**config.mk**
```make
export PLATFORM = sky130hd
export DESIGN_NAME = axil_check_master
export DESIGN_NICKNAME = d
export VERILOG_FILES = /design/src/rtl/axil_check_master.sv
export SDC_FILE = /design/constraint.sdc
export NUM_CORES = 1
export LEC_CHECK = 0
export ABC_CLOCK_PERIOD_IN_PS = 2500
export BUFFER_PORTS_ARGS = -buffer_cell sky130_fd_sc_hd__buf_2
export CAP_MARGIN = 30
export CORE_UTILIZATION = 39
export DETAILED_ROUTE_END_ITERATION = 8
export PLACE_DENSITY = 0.8
export SLEW_MARGIN = 20
export SYNTH_ARGS = -nofsm -noshare
export SYNTH_HDL_FRONTEND = slang
export SYNTH_SLANG_ARGS = --single-unit
```
**constraint.sdc**
```tcl
create_clock -name sys_clk -period 2.5 [get_ports sys_clk]
set_input_delay 0.125 -clock sys_clk [delete_from_list [all_inputs] [get_ports sys_clk]]
set_output_delay 0.125 -clock sys_clk [all_outputs]
set_load 0.01 [all_outputs]
```
**src/rtl/axil_check_master.sv**
```systemverilog
// AXI-Lite link self-test initiator. It reads the magic register and can write, read back and compare a scratch pattern.
// Ports: sys_clk/sys_rst (sync, active high); start -> busy/done/pass/err_code/last_rdata; m_axil_* is the initiator side of AXI-Lite.
// Latency: 3 cycles from start to done for a magic-only run, 7 for a full run against a zero-wait slave. Every handshake is bounded by TIMEOUT.
module axil_check_master #(
  parameter int                    ADDR_WIDTH      = 32,
  parameter int                    DATA_WIDTH      = 32,
  parameter logic [ADDR_WIDTH-1:0] MAGIC_ADDR      = 'h0,
  parameter logic [DATA_WIDTH-1:0] MAGIC_NUM       = 'h00114514,
  parameter bit                    SCRATCH_EN      = 1'b1,
  parameter logic [ADDR_WIDTH-1:0] SCRATCH_ADDR    = 'h4,
  parameter logic [DATA_WIDTH-1:0] SCRATCH_PATTERN = 'hA5A55A5A,
  parameter int                    TIMEOUT         = 1024
) (
  input  logic                    sys_clk,
  input  logic                    sys_rst,
  input  logic                    start,
  output logic                    busy,
  output logic                    done,
  output logic                    pass,
  output logic [2:0]              err_code,
  output logic [DATA_WIDTH-1:0]   last_rdata,
  output logic [ADDR_WIDTH-1:0]   m_axil_awaddr,
  output logic [2:0]              m_axil_awprot,
  output logic                    m_axil_awvalid,
  input  logic                    m_axil_awready,
  output logic [DATA_WIDTH-1:0]   m_axil_wdata,
  output logic [DATA_WIDTH/8-1:0] m_axil_wstrb,
  output logic                    m_axil_wvalid,
  input  logic                    m_axil_wready,
  input  logic [1:0]              m_axil_bresp,
  input  logic                    m_axil_bvalid,
  output logic                    m_axil_bready,
  output logic [ADDR_WIDTH-1:0]   m_axil_araddr,
  output logic [2:0]              m_axil_arprot,
  output logic                    m_axil_arvalid,
  input  logic                    m_axil_arready,
  input  logic [DATA_WIDTH-1:0]   m_axil_rdata,
  input  logic [1:0]              m_axil_rresp,
  input  logic                    m_axil_rvalid,
  output logic                    m_axil_rready
);

  typedef enum logic [2:0] {IDLE, MAG_AR, MAG_R, WR_AW_W, WR_B, SCR_AR, SCR_R, FIN} state_t;

  localparam logic [2:0]  ERR_OK      = 3'd0;
  localparam logic [2:0]  ERR_MAGIC   = 3'd1;
  localparam logic [2:0]  ERR_RRESP   = 3'd2;
  localparam logic [2:0]  ERR_BRESP   = 3'd3;
  localparam logic [2:0]  ERR_SCRATCH = 3'd4;
  localparam logic [2:0]  ERR_TIMEOUT = 3'd5;
  localparam logic [15:0] CNT_LAST    = 16'(TIMEOUT - 1);

  state_t                  state_q, state_d;
  logic [2:0]              err_q, err_d;
  logic [DATA_WIDTH-1:0]   rdata_q, rdata_d;
  logic [15:0]             cnt_q, cnt_d;
  logic                    aw_done_q, aw_done_d;
  logic                    w_done_q, w_done_d;
  logic                    timed_out;
  logic                    aw_fin, w_fin;

  // Only bit 1 of a response distinguishes OKAY/EXOKAY from SLVERR/DECERR.
  logic unused_resp;
  assign unused_resp = ^{m_axil_bresp[0], m_axil_rresp[0]};

  assign timed_out = (cnt_q == CNT_LAST);

  always_ff @(posedge sys_clk) begin
    if (sys_rst) begin
      state_q   <= IDLE;
      err_q     <= ERR_OK;
      rdata_q   <= '0;
      cnt_q     <= '0;
      aw_done_q <= 1'b0;
      w_done_q  <= 1'b0;
    end else begin
      state_q   <= state_d;
      err_q     <= err_d;
      rdata_q   <= rdata_d;
      cnt_q     <= cnt_d;
      aw_done_q <= aw_done_d;
      w_done_q  <= w_done_d;
    end
  end

  always_comb begin
    state_d        = state_q;
    err_d          = err_q;
    rdata_d        = rdata_q;
    aw_done_d      = aw_done_q;
    w_done_d       = w_done_q;
    m_axil_arvalid = 1'b0;
    m_axil_araddr  = MAGIC_ADDR;
    m_axil_rready  = 1'b0;
    m_axil_awvalid = 1'b0;
    m_axil_wvalid  = 1'b0;
    m_axil_bready  = 1'b0;
    aw_fin         = 1'b0;
    w_fin          = 1'b0;

    case (state_q)
      IDLE, FIN: begin
        if (start) begin
          state_d = MAG_AR;
          err_d   = ERR_OK;
        end
      end
      MAG_AR, SCR_AR: begin
        m_axil_arvalid = 1'b1;
        m_axil_araddr  = (state_q == MAG_AR) ? MAGIC_ADDR : SCRATCH_ADDR;
        if (m_axil_arready) begin
          state_d = (state_q == MAG_AR) ? MAG_R : SCR_R;
        end else if (timed_out) begin
          state_d = FIN;
          err_d   = ERR_TIMEOUT;
        end
      end
      MAG_R: begin
        m_axil_rready = 1'b1;
        if (m_axil_rvalid) begin
          rdata_d = m_axil_rdata;
          if (m_axil_rresp[1]) begin
            state_d = FIN;
            err_d   = ERR_RRESP;
          end else if (m_axil_rdata != MAGIC_NUM) begin
            state_d = FIN;
            err_d   = ERR_MAGIC;
          end else if (SCRATCH_EN) begin
            state_d = WR_AW_W;
          end else begin
            state_d = FIN;
          end
        end else if (timed_out) begin
          state_d = FIN;
          err_d   = ERR_TIMEOUT;
        end
      end
      WR_AW_W: begin
        // Each valid stays up until its own handshake. The done flags
        // remember which handshakes have already happened.
        m_axil_awvalid = !aw_done_q;
        m_axil_wvalid  = !w_done_q;
        aw_fin         = aw_done_q || m_axil_awready;
        w_fin          = w_done_q || m_axil_wready;
        aw_done_d      = aw_fin;
        w_done_d       = w_fin;
        if (aw_fin && w_fin) begin
          state_d   = WR_B;
          aw_done_d = 1'b0;
          w_done_d  = 1'b0;
        end else if (timed_out) begin
          state_d   = FIN;
          err_d     = ERR_TIMEOUT;
          aw_done_d = 1'b0;
          w_done_d  = 1'b0;
        end
      end
      WR_B: begin
        m_axil_bready = 1'b1;
        if (m_axil_bvalid) begin
          if (m_axil_bresp[1]) begin
            state_d = FIN;
            err_d   = ERR_BRESP;
          end else begin
            state_d = SCR_AR;
          end
        end else if (timed_out) begin
          state_d = FIN;
          err_d   = ERR_TIMEOUT;
        end
      end
      SCR_R: begin
        m_axil_rready = 1'b1;
        if (m_axil_rvalid) begin
          rdata_d = m_axil_rdata;
          state_d = FIN;
          if (m_axil_rresp[1]) begin
            err_d = ERR_RRESP;
          end else if (m_axil_rdata != SCRATCH_PATTERN) begin
            err_d = ERR_SCRATCH;
          end
        end else if (timed_out) begin
          state_d = FIN;
          err_d   = ERR_TIMEOUT;
        end
      end
      default: state_d = IDLE;
    endcase

    // The watchdog counts cycles spent in the current wait state only.
    if ((state_d != state_q) || (state_q == IDLE) || (state_q == FIN)) begin
      cnt_d = '0;
    end else begin
      cnt_d = cnt_q + 16'd1;
    end
  end

  assign busy          = (state_q != IDLE) && (state_q != FIN);
  assign done          = (state_q == FIN);
  assign pass          = (state_q == FIN) && (err_q == ERR_OK);
  assign err_code      = err_q;
  assign last_rdata    = rdata_q;
  assign m_axil_awaddr = SCRATCH_ADDR;
  assign m_axil_awprot = 3'b000;
  assign m_axil_arprot = 3'b000;
  assign m_axil_wdata  = SCRATCH_PATTERN;
  assign m_axil_wstrb  = '1;

endmodule

```
[After elaboration in Yosys (flattened, before gate mapping)]
Index checks and enable logic that the tools add are counted.
Word-level totals
  register bits after elaboration: 56
  input bits: 44
Operators by class
  $add $sub $neg: 1
  eq/ne operators: 18
  multiplexer cells: 36
  reduce and logical (&&, ||, !) cells: 18
Operators with widths (count)
  3-bit 2-to-1 mux: 24
  3-bit one-hot mux with 6 select lines: 2
  32-bit by 21-bit inequality test with 1-bit output (second input constant): 1
  32-bit inequality test (second input constant): 1
  16-bit by 1-bit adder with 16-bit output (second input constant): 1
  16-bit by 10-bit == test with 1-bit output (second input constant): 1
  3-bit == test (second input constant): 4
  1-bit 2-to-1 mux: 9
  4-bit inequality test (second input constant): 2
  2-bit OR reduction: 4
  3-bit by 2-bit == test with 1-bit output (second input constant): 2
  3-bit zero test: 2
  2-bit inequality test (second input constant): 3
  3-bit inequality test (second input constant): 2
  6-bit AND reduction: 1
  1-bit logical OR: 4
  3-bit by 1-bit == test with 1-bit output (second input constant): 1
  1-bit logical AND: 3
  3-bit inequality test: 1
  3-bit nonzero test: 1
  1-bit zero test: 2
  2-bit 2-to-1 mux: 1
  2-bit AND reduction: 1

[Logic depth before layout (Yosys ltp)]
  word-level depth: 9
  depth in mapped cells: 9
  gate-level depth less buffers: 7

[Worst setup path after synthesis]
OpenSTA, ideal clock, no wires.
  path type: flip-flop to flip-flop
  start: register cnt_q[0]
  end: register state_q[2]
  arrival: 1.660 ns
  setup slack: 0.709 ns
  stages on the path, launching flop included: 10
  buffers on the path: 2
  period minus slack after synthesis: 1.791 ns
  cell sequence: dfxtp_1 > ha_1 > and3_1 > buf_2 > and3_1 > clkbuf_1 > nand2_4 > nand3_1 > a311oi_1 > nor3_1
On the way
  word-level cells in the longest chain between the ends: 4
Ends and longest elaborated chain
  from (decl): RTL line 56  | logic [15:0] cnt_q, cnt_d;
  from (signal assigned): RTL line 80  | cnt_q <= cnt_d;
  16-bit by 10-bit == test with 1-bit output (*): RTL line 66  | assign timed_out = (cnt_q == CNT_LAST);
  3-bit 2-to-1 mux (*)
  3-bit 2-to-1 mux, on equally long branches
  3-bit one-hot mux with 6 select lines (*): RTL line 101  | case (state_q)
  to (signal assigned): RTL line 77  | state_q <= state_d;
  to (decl): RTL line 53  | state_t state_q, state_d;
Every way passes the cells marked *; elsewhere a longest branch is shown, timed or not.
A chain may end at the register's enable or synchronous reset.

[Final worst setup path]
  start: register state_q[2]
  end: register err_q[0] (netlist: err_code[0])
On the way
  word-level cells in the longest chain between the ends: 4
Ends and longest elaborated chain
  3-bit by 1-bit == test with 1-bit output (tied with other cells): RTL line 101
  2-bit OR reduction: RTL line 101
  2-bit inequality test (no line)
  6-bit AND reduction (no line)
  to (signal assigned): RTL line 78  | err_q <= err_d;
  to (decl): RTL line 54  | logic [2:0] err_q, err_d;
Several ways; a longest one is shown, not always the timed one.

==> key figures <==
STA
  • Clock Skews: 0.00469 ns
  • Final Setup Violations: 0
  • Max Fclk: 503 MHz
  • Tcrit/Tclk final: 79.5%
  • Final min period: 1.99 ns
  • Slew @ Worst Pin: 0.555 ns
  • Worst rel slew slack: 63.0%
  • Slew Viols, Final: 0
  • Fin. Hold Viols: 0
  • Sum Neg Setup Slack: 0 ns
  • Unrepaired setup endpoints after global routing: false

Yosys
  • Count of state elements after synthesis: 56
  • Synth Flop Type: dfxtp_1
  • Syn Area/Cell: 7.61 µm²
  • Synth area leader: dfxtp_1
  • Synth Warn #: 0
  • Top-area cell type share of the netlist area: 33.0%
  • Area contributors post-synth: dfxtp_1 (33%), buf_4 (23%), nand2_1 (8.8%)
  • Mapped Area: 0.00340 mm²
  • Number of synthesized flops with an enable pin: 0
  • Yosys cell types: 46
  • Post-synthesis cell count: 447
  • Asr flop ratio synth: 0%
  • Sequential-to-total area share from yosys stat: 33.0%

Final layout
  • N_diodes: 0
  • Commonest non-fill, non-tap cell in the layout: conb_1
  • Final nets: 569
  • Sequential cell area: 0.00112 mm²
  • Fraction of layout cells with a size suffix above 1: 21.0%
  • Commonest non-fill, non-tap cells in the layout: conb_1 (105), buf_2 (85), nand2_1 (80)
  • Layout fillers: 851
  • Multi-input gate area: 0.00178 mm²
  • Area Overhead vs Synth: 6.84%

Worst setup path
  • Setup CP Type: flip-flop to flip-flop
  • Worst path max stage delay: 0.67 ns
  • Crit path max fanout: 18
  • Crit path arrival time: 2.21 ns
  • Worst EP required: 2.73 ns
  • CP cell instances: inv_2 > or3_1 > a21o_1 > a21oi_2 > a21oi_1 > a311oi_1
  • CP Launch Type: flip-flop
  • CP endpoint kind: flip-flop
  • CP max stage cell: dfxtp_1

Clock network
  • Sink Count: 56
  • TritonCTS clock tree: done
  • TritonCTS buffer count: 5
  • CTS max path bufs: 2
  • Hold_buf cts: 0
  • Worst-path clk slew: 0.10 ns
  • Gates resized, CTS repair: 0
  • Root Driver: clkbuf_8
  • Skew-Pair Late Insertion Delay: 0.31 ns
  • Postcts setup bufs: 0
  • H-tree levels: 2

Detailed routing
  • Avg WL per Cell: 12.4 µm
  • Final antenna-violating net count: 0
  • Post-DR vias/cell: 4.68
  • DRC errors left: 0
  • Final WL: 7780 µm
  • Pre-Repair DR Iteration Count: 4
  • 1st-iter DRT viols: 235
  • Via count: 2,949

GRT
  • Initial antenna violation count: 0
  • First-pass GRT wire length: 11,300 µm
  • Grt ovf: 0
  • Tot GR Track Use: 15.8%
  • Largest net degree at the start of global routing: 40
  • Vias in the first global route: 2,383

Die
  • Die height: 95.4 µm
  • Die footprint: 0.00910 mm²
  • CORE AREA: 0.00834 mm²
  • IO Pins: 193
  • Row count: 33
  • DIE WIDTH: 95.4 µm
  • Starting density of the core: 40.8%

Job
  • Max-Cap Viols: 0

Power
  • PwrDens: 647 mW/mm²
  • Lkg Pwr: 1.64 nW
  • Pwr Total: 0.00235 W
  • Maximum VDD drop: 0.277 mV

Min path
  • Worst Hold Class: input port to flip-flop

Status
  • Status: finished, final reports clean

Place
  • Port buffer count: 85
  • DP Wirelength: 5910 µm
  • Final RePlAce weighted congestion: 0.913
[logic make-up after synthesis]
logic type	Yosys count	synth area share, %
other	2	0.221
adders and majority gates	1	0.368
xor gates and xnor gates	14	3.61
and+or+nand+nor	174	24.6
buffers and inverters	130	26.1
AOI/OAI and AO/OA	70	12.1
DFF	56	33.0
[path summary, 6_finish.rpt]
| kind | from | end | slack (ns) | depth (start not counted) |
|---|---|---|---|---|
| setup / recovery | state_q[2] | err_code[0] | 0.51 | 6 |
| hold / removal | m_axil_rdata[30] | last_rdata[30] | 0.04 | 3 |
| setup reg to reg | state_q[2] | err_code[0] | 0.51 | 6 |
| hold reg to reg | last_rdata[22] | last_rdata[22] | 0.46 | 2 |
[per-layer routing]
layer  part of all wire (%)  track usage (%)  vias to the layer above  wire length, µm
met3                    6.0             2.15                       13              465
met5                      0                0                        -                0
met1                     43             21.2                     1354             3380
met4                    1.4             4.73                        0              110
li1                       -                -                     1436                -
met2                     49             26.3                      146             3820
[where the power goes]
group / switching, W / internal, W
Sequential: 0.0000931 / 0.000953
Clock: 0.000314 / 0.000304
Combinational: 0.000443 / 0.000244
Total: 0.000850 / 0.00150
[registers in the layout (all words and copies together) (netlist names)]
name,flops
err_code,3
w_done_q,1
cnt_q,16
aw_done_q,1
state_q,3
last_rdata,32
[worst max-delay path, delay by kind of cell, from the launching register on]
| family | cells | cell delay (ns) |
|---|---|---|
| compound gates | 4 | 0.67 |
| simple gates | 1 | 0.38 |
| flops | 1 | 0.67 |
| buf+inv | 1 | 0.18 |
[stage by stage]
step	hold WS (ns)	cell area [µm²]	std cells	utilization [%]	setup WS [ns]
detailed placement	0.385	3520	622	42.2	0.548
global placement	0.375	3520	622	42.2	0.610
global route	0.0508	3630	630	43.6	0.351
finish	0.0439	3630	630	43.6	0.512
CTS	0.0453	3630	630	43.6	0.534
floorplan	0.261	3790	550	-	0.709
[area by class of cell]
cell class                      count  area share (%)
Clock buffer                        6            2.00
Clock inverter                      2            1.07
Inverter                            7           0.723
Multi-Input combinational cell    364            49.0
Sequential cell                    56            30.9
Tap cell                          105            3.62
Timing Repair Buffer               90            12.7
[cells in the mapped netlist (2+ instances only)]
| master | count |
|---|---|
| a21oi_1 | 41 |
| a21oi_2 | 2 |
| a311oi_1 | 3 |
| a31oi_1 | 4 |
| a32oi_1 | 2 |
| and3_1 | 6 |
| buf_2 | 5 |
| buf_4 | 105 |
| clkbuf_1 | 13 |
| conb_1 | 2 |
| dfxtp_1 | 56 |
| inv_1 | 5 |
| inv_2 | 2 |
| nand2_1 | 80 |
| nand3_1 | 9 |
| nand4_1 | 7 |
| nand4b_1 | 3 |
| nor2_1 | 33 |
| nor2b_1 | 6 |
| nor3_1 | 7 |
| nor4_1 | 5 |
| nor4b_1 | 5 |
| o21a_1 | 3 |
| o21ai_0 | 7 |
| or2_2 | 2 |
| or3_1 | 2 |
| xnor2_1 | 6 |
| xor2_1 | 8 |
No activity file was read; power rests on OpenSTA's default activity.
